### src/rtl/alu_pkg.sv
// alu_pkg: shared types and constants for the toy ALU execute-stage blocks
package alu_pkg;
    typedef enum logic [1:0] {IDLE, CALC, DONE} state_t;
    localparam int DEF_WIDTH = 32;
    function automatic int cnt_w(input int w);
        return $clog2(w + 1);
    endfunction
endpackage

### src/rtl/sub_w.sv
// sub_w: a + ~b + 1 subtractor in generate/propagate form; c=1 means a >= b
module sub_w #(
    parameter int W = 33
) (
    input  logic [W-1:0] a,
    input  logic [W-1:0] b,
    output logic [W-1:0] d,
    output logic         c
);
    logic [W-1:0] g, p;
    logic [W:0]   cy;
    assign g = a & ~b;
    assign p = a ^ ~b;
    always_comb begin
        cy[0] = 1'b1;
        for (int i = 0; i < W; i++) cy[i+1] = g[i] | (p[i] & cy[i]);
    end
    assign d = p ^ cy[W-1:0];
    assign c = cy[W];
endmodule

### src/rtl/div32_seq.sv
// div32_seq: restoring unsigned divider, one shift-and-subtract step per clock
module div32_seq
    import alu_pkg::*;
#(
    parameter int WIDTH = DEF_WIDTH
) (
    input  logic             clk,
    input  logic             rst,
    input  logic             start,
    input  logic [WIDTH-1:0] dividend,
    input  logic [WIDTH-1:0] divisor,
    output logic             busy,
    output logic             done,
    output logic [WIDTH-1:0] quotient,
    output logic [WIDTH-1:0] remainder,
    output logic             div_by_zero
);
    localparam int CW = cnt_w(WIDTH);
    state_t state;
    logic [CW-1:0]    cnt;
    logic [WIDTH-1:0] q_reg, dvs, q_nxt;
    logic [WIDTH:0]   r, s, d, r_nxt;
    logic             c, last, r_msb_unused;
    // The remainder never exceeds the divisor, so r's top bit is only a carry slot.
    assign r_msb_unused = r[WIDTH];
    assign s     = {r[WIDTH-1:0], q_reg[WIDTH-1]};
    assign r_nxt = c ? d : s;
    assign q_nxt = {q_reg[WIDTH-2:0], c};
    assign last  = cnt == CW'(WIDTH - 1);
    sub_w #(.W(WIDTH + 1)) u_sub (.a(s), .b({1'b0, dvs}), .d(d), .c(c));
    always_ff @(posedge clk) begin
        if (rst) begin
            state       <= IDLE;
            busy        <= 1'b0;
            done        <= 1'b0;
            div_by_zero <= 1'b0;
            quotient    <= '0;
            remainder   <= '0;
            cnt         <= '0;
            q_reg       <= '0;
            r           <= '0;
            dvs         <= '0;
        end else begin
            case (state)
                IDLE: begin
                    done <= 1'b0;
                    if (start && divisor == '0) begin
                        quotient    <= '1;
                        remainder   <= dividend;
                        div_by_zero <= 1'b1;
                        done        <= 1'b1;
                        busy        <= 1'b1;
                        state       <= DONE;
                    end else if (start) begin
                        dvs         <= divisor;
                        q_reg       <= dividend;
                        r           <= '0;
                        cnt         <= '0;
                        div_by_zero <= 1'b0;
                        busy        <= 1'b1;
                        state       <= CALC;
                    end
                end
                CALC: begin
                    r     <= r_nxt;
                    q_reg <= q_nxt;
                    cnt   <= cnt + 1'b1;
                    if (last) begin
                        quotient  <= q_nxt;
                        remainder <= r_nxt[WIDTH-1:0];
                        done      <= 1'b1;
                        state     <= DONE;
                    end
                end
                DONE: begin
                    done  <= 1'b0;
                    busy  <= 1'b0;
                    state <= IDLE;
                end
                default: state <= IDLE;
            endcase
        end
    end
endmodule

### config.mk
export PLATFORM = sky130hd
export DESIGN_NAME = div32_seq
export DESIGN_NICKNAME = d
export VERILOG_FILES = /design/src/rtl/alu_pkg.sv /design/src/rtl/sub_w.sv /design/src/rtl/div32_seq.sv
export SDC_FILE = /design/constraint.sdc
export NUM_CORES = 1
export LEC_CHECK = 0
export BUFFER_PORTS_ARGS = -buffer_cell sky130_fd_sc_hd__buf_2
export CORE_MARGIN = 2
export CORE_UTILIZATION = 32
export DETAILED_ROUTE_END_ITERATION = 6
export HOLD_SLACK_MARGIN = 0.12
export RECOVER_POWER = 100
export SLEW_MARGIN = 20
export SYNTH_ARGS = -nofsm -noshare
export SYNTH_HDL_FRONTEND = slang
export SYNTH_HIERARCHICAL = 1
export SYNTH_SLANG_ARGS = --single-unit
### constraint.sdc
create_clock -name clk -period 12.72 [get_ports clk]
set_input_delay 2.544 -clock clk [delete_from_list [all_inputs] [get_ports clk]]
set_output_delay 2.544 -clock clk [all_outputs]
set_load 0.1 [all_outputs]
==> results.py, run 1 <==
metrics = {
    "worst_setup_path": {
        "critical_path.most_common_cell": "fa_2",
        "start_kind": "flop",
        "crit_arrival_ps": 12960,
        "path_class": "reg -> reg",
        "crit_required_ps": 13050,
        "cpPeakStageDelay_ps": 360,
        "critPathSlowestCell": "fa_2",
        "worstSetupEndpointType": "flop",
        "critPathMaxFanout": 5,
    },
    "sta": {
        "tns_ps": 0,
        "tightest_slew_ps": 3170,
        "setup_viol": 0,
        "layout_min_cycle_time_ps": 12630,
        "fmax_mhz": 79.2,
        "finalHoldViolCount": 0,
        "rsz0062_at_grt": "true",
        "slew_violations": 206,
        "post-route-period-util_pct": 99.3,
        "skew_ps": 8.84,
        "slew_headroom_pct": -111,
    },
    "synthesis": {
        "synth_area_leaders": "dfxtp_1, nand2_1, fa_1, a21oi_1, a311oi_2",
        "synth_edf_count": 0,
        "avgSynthCellArea_um2": 9.02,
        "netlist_area_um2": 8690,
        "postSynthCellCount": 964,
        "synth_nets": 1069,
        "ys_seq_area_share_pct": 39.4,
        "synth-seq-cells": 171,
        "yosysTopAreaCellShare_pct": 39.4,
        "ys_warn_count": 6,
        "synth_commonest_cells": "dfxtp_1, nand2_1, inv_1",
        "yosysTopAreaCell": "dfxtp_1",
        "synthFlopType": "dfxtp_1",
        "synthArstFlopShare_pct": 0,
        "synth_cell_type_count": 47,
    },
    "placement": {
        "port_buffers": 133,
        "gp_congestion": 0.813,
        "dp.final_hpwl_um": 16700,
    },
    "detailed_routing": {
        "first_pass_iters": 5,
        "drt_drc_violations_left": 0,
        "wire_per_inst_um": 18.2,
        "dr.first_iter.drc_count": 553,
        "vias_per_cell": 5.23,
        "vias": 7348,
        "wirelength_um": 25500,
        "final_antenna_net_count": 0,
    },
    "clocking": {
        "clockBufferDepth": 2,
        "tritoncts": "yes",
        "clk_pin_slew_ps": 70,
        "hold_buffers": 0,
        "htreeDepth": 4,
        "root_buffer": "clkbuf_16",
        "clkLatencyLatePin_ps": 440,
        "cts.sinks": 171,
        "cts_made_buffers": 17,
    },
    "grt": {
        "overflow": 0,
        "grt_antenna_before_repair": 6,
        "grt_pass1_vias": 6858,
        "grt_max_degree": 77,
        "grt_pass1_wl_um": 40100,
        "grt.total_usage_pct": 17.8,
    },
    "power": {
        "p_per_area_nw_per_um2": 148,
        "leakagePower_nw": 3.83,
        "vdd_drop_max_mv": 0.101,
        "total_power_mw": 1.54,
    },
    "job": {
        "maxCapViolCount": 4,
    },
    "die": {
        "core_area_um2": 26800,
        "die_area_um2": 28500,
        "fp.dieH_um": 169,
        "die_w_um": 169,
        "initial_core_util_pct": 32.4,
        "io-pin-count": 134,
        "rows": 60,
    },
    "run_status": {
        "violations": "capacitance limit, slew limit",
        "status": "finished with violations",
    },
    "finish": {
        "drive_gt1_share_pct": 23.8,
        "fin_nets": 1154,
        "area_delta_synth_final_pct": 19.2,
    },
    "hold_path": {
        "hp-class": "reg -> reg",
    },
}
[area by class of cell]
| type | instances | area [um^2] |
|---|---|---|
| well taps | 341 | 427 |
| fillers | 2690 | 16400 |
| clock inverters | 14 | 123 |
| inverters | 103 | 387 |
| multi-input cells | 599 | 4720 |
| flip-flops and latches | 171 | 3420 |
| repair buffers | 157 | 833 |
| diodes | 2 | 5.00 |
| clock buffers | 18 | 439 |
[timing repair]
item	CTS	global route
hold endpoints to repair	0	0
setup endpoints to repair	66	65
pin swaps	1	6
resized for setup	17	57
cloned	2	0
setup buffers	3	6
[per-layer routing]
layer	part of all wire (%)	wire length (um)	vias up	global-route usage, %
met1	50	12700	3466	26.7
met5	0.082	21	-	0
li1	-	-	3593	-
met4	2.2	565	4	6.07
met2	42	10600	243	24.8
met3	6.3	1600	42	4.21
[cell usage in the layout, fill, tap and decap left out, types with 3 or more instances in the layout]
cell	synthesis	final
a211oi_1	26	27
a211oi_2	7	5
a21oi_1	101	101
a311oi_1	37	37
a311oi_2	28	28
a31oi_1	3	3
a41o_1	31	31
and4_1	33	33
buf_12	0	5
buf_2	14	64
buf_4	3	14
clkbuf_1	64	71
clkbuf_16	0	17
clkinvlp_4	0	3
dfxtp_1	171	170
fa_2	0	32
ha_1	6	4
inv_1	103	101
inv_6	0	6
inv_8	0	3
mux2_2	32	5
mux2_4	0	27
nand2_1	171	153
nand2_2	0	18
nand3_1	8	8
nand4_1	3	3
nor2_1	8	7
nor3_1	35	35
nor4_1	3	4
nor4_2	6	5
[logic make-up after synthesis]
family	Yosys count	share of synthesized area [%]
multiplexers	32	4.15
buffers and inverters	194	9.44
flip-flops	171	39.4
AND/OR/NAND/NOR	275	15.4
other	1	0.0431
AO/OA/AOI/OAI	253	23.3
adder cells (fa/ha/maj)	38	8.23
[metrics by stage]
stage / instances / instance area [um^2] / util, % / worst slack, ps / hold WS (ps)
global placement: 1362 / 9590 / 35.8 / -358 / 450
detailed placement: 1362 / 9590 / 35.8 / -369 / 453
finish: 1405 / 10400 / 38.7 / 88.3 / 464
CTS: 1399 / 10300 / 38.3 / 41.7 / 462
floorplan: 964 / 8780 / - / 26.6 / 440
global route: 1404 / 10400 / 38.7 / -155 / 492
[worst paths after layout]
| check | start | end | slack, ps | cells past startpoint |
|---|---|---|---|---|
| worst max-delay path | q_reg[31]$_SDFFE_PP0P_ | r[0]$_SDFFE_PP0P_ | 90 | 40 |
| worst min-delay path | div_by_zero$_SDFFE_PP0P_ | div_by_zero$_SDFFE_PP0P_ | 460 | 2 |
| worst max register to register | q_reg[31]$_SDFFE_PP0P_ | r[0]$_SDFFE_PP0P_ | 90 | 40 |
| worst min register to register | div_by_zero$_SDFFE_PP0P_ | div_by_zero$_SDFFE_PP0P_ | 460 | 2 |
[critical path: cells and delay by family (launching register included)]
family	cells	cell delay (ps)
AOI/OAI and AO/OA	1	230
adders and majority gates	33	11150
muxes	1	350
DFF	1	350
buffers and inverters	5	460
[power by group]
group          switching [mW]  leakage, nW  internal (mW)
combinational           0.309         2.16          0.110
sequential             0.0349         1.39          0.579
clock                   0.241        0.271          0.263
total                   0.585         3.83          0.951
No activity file was read; power rests on OpenSTA's default activity.
==> run 2, diff against run 1 <==
--- a/config.mk
+++ b/config.mk
@@ -10,6 +10,7 @@
 export CORE_UTILIZATION = 32
 export DETAILED_ROUTE_END_ITERATION = 6
 export HOLD_SLACK_MARGIN = 0.12
+export PLACE_DENSITY = 0.5
 export RECOVER_POWER = 100
 export SLEW_MARGIN = 20
 export SYNTH_ARGS = -nofsm -noshare
==> results.py, run 2 (synthesized netlist as in run 1, its figures left out) <==
metrics = {
    "run_status": {
        "status": "finished with violations",
        "violations": "capacitance limit, slew limit",
    },
    "placement": {
        "port_buffers": 133,
        "dp.final_hpwl_um": 17200,
        "placedCellCount": 1364,
        "gp_congestion": 0.760,
        "place_ws_ps": -407,
    },
    "clocking": {
        "clkLatencyLatePin_ps": 440,
        "clk_pin_slew_ps": 70,
        "tritoncts": "yes",
        "cts.sinks": 171,
        "clockBufferDepth": 2,
        "cts_made_buffers": 17,
        "htreeDepth": 4,
        "root_buffer": "clkbuf_16",
    },
    "power": {
        "p_per_area_nw_per_um2": 150,
        "leakagePower_nw": 3.84,
        "vdd_drop_max_mv": 0.0803,
    },
    "sta": {
        "worst_hold_slack_ps": 457,
        "layout_min_cycle_time_ps": 12580,
        "skew_ps": 14.9,
        "fin_ws_ps": 141,
        "post-route-period-util_pct": 98.9,
        "slew_headroom_pct": -118,
        "rsz0062_at_grt": "true",
        "fmax_mhz": 79.5,
        "finalHoldViolCount": 0,
        "slew_violations": 172,
        "setup_viol": 0,
        "tightest_slew_ps": 3270,
    },
    "worst_setup_path": {
        "r2r_cells": 39,
        "start_kind": "flop",
        "cpPeakStageDelay_ps": 360,
        "r2r-start": "q_reg[31]$_SDFFE_PP0P_",
        "r2r_end": "r[18]$_SDFFE_PP0P_",
        "crit_required_ps": 13050,
        "critical_path.most_common_cell": "fa_2",
        "reg2reg_setup_slack_ps": 140,
        "path_class": "reg -> reg",
        "critPathSlowestCell": "fa_2",
        "worstSetupEndpointType": "flop",
        "critPathMaxFanout": 5,
        "crit_arrival_ps": 12910,
    },
    "detailed_routing": {
        "wirelength_um": 26100,
        "final_antenna_net_count": 0,
        "wire_per_inst_um": 18.7,
        "dr.first_iter.drc_count": 474,
        "drt_drc_violations_left": 0,
        "vias_per_cell": 5.15,
        "first_pass_iters": 5,
        "vias": 7221,
    },
    "die": {
        "die_w_um": 169,
        "io-pin-count": 134,
        "core_area_um2": 26800,
        "rows": 60,
        "fp.dieH_um": 169,
        "initial_core_util_pct": 32.4,
        "die_area_um2": 28500,
    },
    "hold_path": {
        "whs_path_depth": 2,
        "hp-class": "reg -> reg",
        "hp-start": "div_by_zero$_SDFFE_PP0P_",
        "min_to": "div_by_zero$_SDFFE_PP0P_",
    },
    "finish": {
        "n_antenna_cell": 0,
        "fin_nets": 1152,
        "final_common_cell": "dfxtp_1",
        "fill_cells": 2776,
        "area_delta_synth_final_pct": 19.2,
        "final_cell_mix": "dfxtp_1, nand2_1, inv_1, a21oi_1, clkbuf_1",
        "drive_gt1_share_pct": 23.7,
        "instances_no_fill": 1401,
    },
    "grt": {
        "grt_max_degree": 72,
        "grt_pass1_vias": 6934,
        "overflow": 0,
        "grt_pass1_wl_um": 41000,
        "grt.total_usage_pct": 18.2,
        "grt_antenna_before_repair": 0,
    },
    "job": {
        "maxCapViolCount": 3,
    },
}
run 2: cell types whose count changed in the layout (fill, tap and decap cells not counted), moves of 2 or more:
cell        before  now
clkinvlp_4       3    1
buf_12           5    2
buf_8            2    0
inv_8            3    8
inv_6            6    3
clkinv_8         0    2
diode_2          2    0
run 2: worst max path at each step:
stage,from,endpoint,slack (ps),cells past startpoint
CTS,q_reg[31]$_SDFFE_PP0P_,r[6]$_SDFFE_PP0P_,10,39
finish,q_reg[31]$_SDFFE_PP0P_,r[18]$_SDFFE_PP0P_,140,39
global placement,q_reg[31]$_SDFFE_PP0P_,remainder[22]$_SDFFE_PP0P_,-340,39
global route,q_reg[31]$_SDFFE_PP0P_,r[3]$_SDFFE_PP0P_,-120,39
floorplan,q_reg[31]$_SDFFE_PP0P_,r[10]$_SDFFE_PP0P_,30,39
detailed placement,q_reg[31]$_SDFFE_PP0P_,remainder[22]$_SDFFE_PP0P_,-410,39
run 2: critical path, delay by kind of cell (launching register included):
| family | cells | cell delay [ps] |
|---|---|---|
| flops | 1 | 340 |
| mux | 1 | 310 |
| fa+ha+maj | 33 | 11190 |
| compound gates | 1 | 230 |
| buf+inv | 4 | 410 |
run 2: layer usage:
layer / GRT usage (%) / share of wire (%) / vias to the layer above / routed length, um
met3: 3.04 / 3.9 / 13 / 1020
met5: 0 / 0 / - / 0
li1: - / - / 3593 / -
met4: 4.27 / 0.73 / 0 / 191
met2: 25.9 / 43 / 143 / 11100
met1: 28.3 / 53 / 3472 / 13800
run 2: cell type report:
class,count,area [um^2],area share (%)
Multi-Input combinational cell,599,4730,45.7
Timing Repair Buffer,155,803,7.75
Inverter,103,387,3.73
Tap cell,341,427,4.12
Clock inverter,15,165,1.59
Clock buffer,17,425,4.10
Sequential cell,171,3420,33.0
run 2: repair_timing:
item | in CTS | in global routing
cloned | 1 | 1
setup endpoints to repair | 66 | 65
hold buffers | 0 | 0
setup buffers | 1 | 2
pin swaps | 1 | 4
resized for setup | 13 | 52
endpoints found under the hold margin | 0 | 0
run 2: power breakdown:
part / switching [mW] / leakage (nW) / internal (mW)
Clock: 0.258 / 0.290 / 0.266
Sequential: 0.0346 / 1.39 / 0.578
Combinational: 0.310 / 2.15 / 0.110
run 2: stage by stage:
step	TNS (ps)	area (um^2)	util (%)	power, mW
2_1_floorplan	0	8780	-	0.937
3_3_place_gp	-17090	9610	35.8	1.04
3_5_place_dp	-21930	9610	35.8	1.04
4_1_cts	0	10300	38.3	1.57
5_1_grt	-3550	10400	38.7	1.64
6_report	0	10400	38.7	1.56
==> run 3, diff against run 2 <==
--- a/config.mk
+++ b/config.mk
@@ -6,9 +6,9 @@
 export NUM_CORES = 1
 export LEC_CHECK = 0
 export BUFFER_PORTS_ARGS = -buffer_cell sky130_fd_sc_hd__buf_2
-export CORE_MARGIN = 2
 export CORE_UTILIZATION = 32
 export DETAILED_ROUTE_END_ITERATION = 6
+export GPL_ROUTABILITY_DRIVEN = 0
 export HOLD_SLACK_MARGIN = 0.12
 export PLACE_DENSITY = 0.5
 export RECOVER_POWER = 100
==> constraint.sdc (replaced) <==
create_clock -name clk -period 12.72 [get_ports clk]
set_input_delay 2.544 -clock clk [delete_from_list [all_inputs] [get_ports clk]]
set_output_delay 2.544 -clock clk [all_outputs]
set_load 0.02 [all_outputs]
==> results.py, run 3 (synthesized netlist as in run 1, its figures left out) <==
metrics = {
    "detailed_routing": {
        "wirelength_um": 26100,
        "drt_drc_violations_left": 0,
        "vias": 7305,
        "dr.first_iter.drc_count": 465,
        "first_pass_iters": 4,
        "final_antenna_net_count": 0,
        "wire_per_inst_um": 18.7,
        "vias_per_cell": 5.23,
    },
    "worst_setup_path": {
        "path_class": "reg -> reg",
        "r2r-start": "q_reg[31]$_SDFFE_PP0P_",
        "r2r_cells": 39,
        "crit_required_ps": 13040,
        "path_delay_family": "adder cells",
        "reg2reg_setup_slack_ps": 100,
        "cpPeakStageDelay_ps": 370,
        "worstSetupEndpointType": "flop",
        "critPathMaxFanout": 5,
        "critical_path.most_common_cell": "fa_2",
        "crit_arrival_ps": 12940,
        "path_buf_inv": 4,
        "start_kind": "flop",
        "critPathSlowestCell": "mux2_2",
        "r2r_end": "r[22]$_SDFFE_PP0P_",
    },
    "hold_path": {
        "min_to": "div_by_zero$_SDFFE_PP0P_",
        "hp-start": "div_by_zero$_SDFFE_PP0P_",
        "whs_path_depth": 2,
        "hp-class": "reg -> reg",
    },
    "placement": {
        "port_buffers": 133,
        "dpl_cell_area_um2": 9580,
        "place_ws_ps": -369,
        "dp.final_hpwl_um": 16900,
    },
    "sta": {
        "skew_ps": 7.93,
        "slew_violations": 136,
        "post-route-period-util_pct": 99.2,
        "fmax_mhz": 79.2,
        "setup_viol": 0,
        "slew_headroom_pct": -115,
        "tightest_slew_ps": 3220,
        "layout_min_cycle_time_ps": 12620,
        "finalHoldViolCount": 0,
        "rsz0062_at_grt": "true",
        "fin_ws_ps": 100,
        "worst_hold_slack_ps": 467,
    },
    "finish": {
        "area_delta_synth_final_pct": 20.4,
        "fill_cells": 2646,
        "final_common_cell": "dfxtp_1",
        "drive_gt1_share_pct": 24.6,
        "final_cell_mix": "dfxtp_1, nand2_1, inv_1, a21oi_1, clkbuf_1",
        "fin_nets": 1155,
        "n_antenna_cell": 0,
        "stdcell_area_um2": 10500,
    },
    "job": {
        "maxCapViolCount": 2,
    },
    "clocking": {
        "cts.sinks": 171,
        "cts_made_buffers": 17,
        "clk_pin_slew_ps": 70,
        "root_buffer": "clkbuf_16",
        "htreeDepth": 4,
        "clockBufferDepth": 2,
        "clkLatencyLatePin_ps": 430,
        "tritoncts": "yes",
    },
    "grt": {
        "overflow": 0,
        "grt_max_degree": 71,
        "grt_pass1_wl_um": 41800,
        "grt.total_usage_pct": 18.9,
        "grt_pass1_vias": 7231,
        "grt_antenna_before_repair": 0,
    },
    "run_status": {
        "status": "finished with violations",
        "violations": "capacitance limit, slew limit",
    },
    "power": {
        "leakagePower_nw": 3.89,
        "p_per_area_nw_per_um2": 142,
        "vdd_drop_max_mv": 0.0957,
    },
    "die": {
        "rows": 59,
        "initial_core_util_pct": 33.0,
        "die_area_um2": 27800,
        "core_area_um2": 26400,
        "die_w_um": 167,
        "fp.dieH_um": 167,
        "io-pin-count": 134,
    },
}
## run 3: changes by cell type in the layout (fill, tap and decap cells not counted), sizes merged
cell and delta:
clkinv -2, bufinv +2, clkbuf +1, buf +2
## run 3: worst max path at each step
stage | startpoint | endpoint | slack, ps | cells after the start
final | q_reg[31]$_SDFFE_PP0P_ | r[22]$_SDFFE_PP0P_ | 100 | 39
after global routing | q_reg[31]$_SDFFE_PP0P_ | r[22]$_SDFFE_PP0P_ | -160 | 39
after CTS | q_reg[31]$_SDFFE_PP0P_ | remainder[29]$_SDFFE_PP0P_ | 10 | 39
after detailed placement | q_reg[31]$_SDFFE_PP0P_ | remainder[16]$_SDFFE_PP0P_ | -370 | 39
after global placement | q_reg[31]$_SDFFE_PP0P_ | remainder[16]$_SDFFE_PP0P_ | -350 | 39
after floorplan | q_reg[31]$_SDFFE_PP0P_ | r[10]$_SDFFE_PP0P_ | 30 | 39
## run 3: cell type report
type / count / area (um^2) / share of cell area, %
tap: 335 / 419 / 4.01
multi-input combinational: 599 / 4770 / 45.5
timing repair buffer: 158 / 865 / 8.26
clock inverter: 15 / 176 / 1.69
sequential: 171 / 3430 / 32.7
clock buffer: 17 / 425 / 4.07
inverter: 103 / 387 / 3.69
## run 3: worst reg2reg max path, delay by kind of cell (launching register included)
family | cells | cell delay (ps)
adders and majority gates | 33 | 11190
buffers and inverters | 4 | 370
muxes | 1 | 370
DFF | 1 | 340
AOI/OAI and AO/OA | 1 | 240
## run 3: repair_timing
action | 4_1_cts | 5_1_grt
setup buffers | 6 | 1
pin swaps | 2 | 15
hold buffers | 0 | 0
gates resized for setup | 30 | 48
setup endpoints to repair | 66 | 66
endpoints found under the hold margin | 0 | 0
cloned | 3 | 1
## run 3: metrics by stage
stage | std cells | TNS (ps) | utilization (%) | power, mW
after floorplan | 964 | 0 | - | 0.843
after global placement | 1356 | -19370 | 36.4 | 0.942
after detailed placement | 1356 | -20680 | 36.4 | 0.942
after CTS | 1396 | 0 | 39.4 | 1.50
after global routing | 1398 | -7260 | 39.7 | 1.57
final | 1398 | 0 | 39.7 | 1.49
## run 3: where the power goes
group,total (mW),switching (mW),internal (mW),leakage [nW]
Combinational,0.328,0.217,0.111,2.20
Sequential,0.614,0.0353,0.579,1.39
Clock,0.546,0.247,0.299,0.296
Total,1.49,0.499,0.988,3.89
## run 3: layer usage
layer  global-route usage (%)  part of all wire (%)  vias up
li1                         -                     -     3604
met1                     28.6                    53     3508
met2                     27.1                    42      172
met3                     3.26                   4.2       21
met4                     5.11                   1.1        0
met5                        0                     0        -
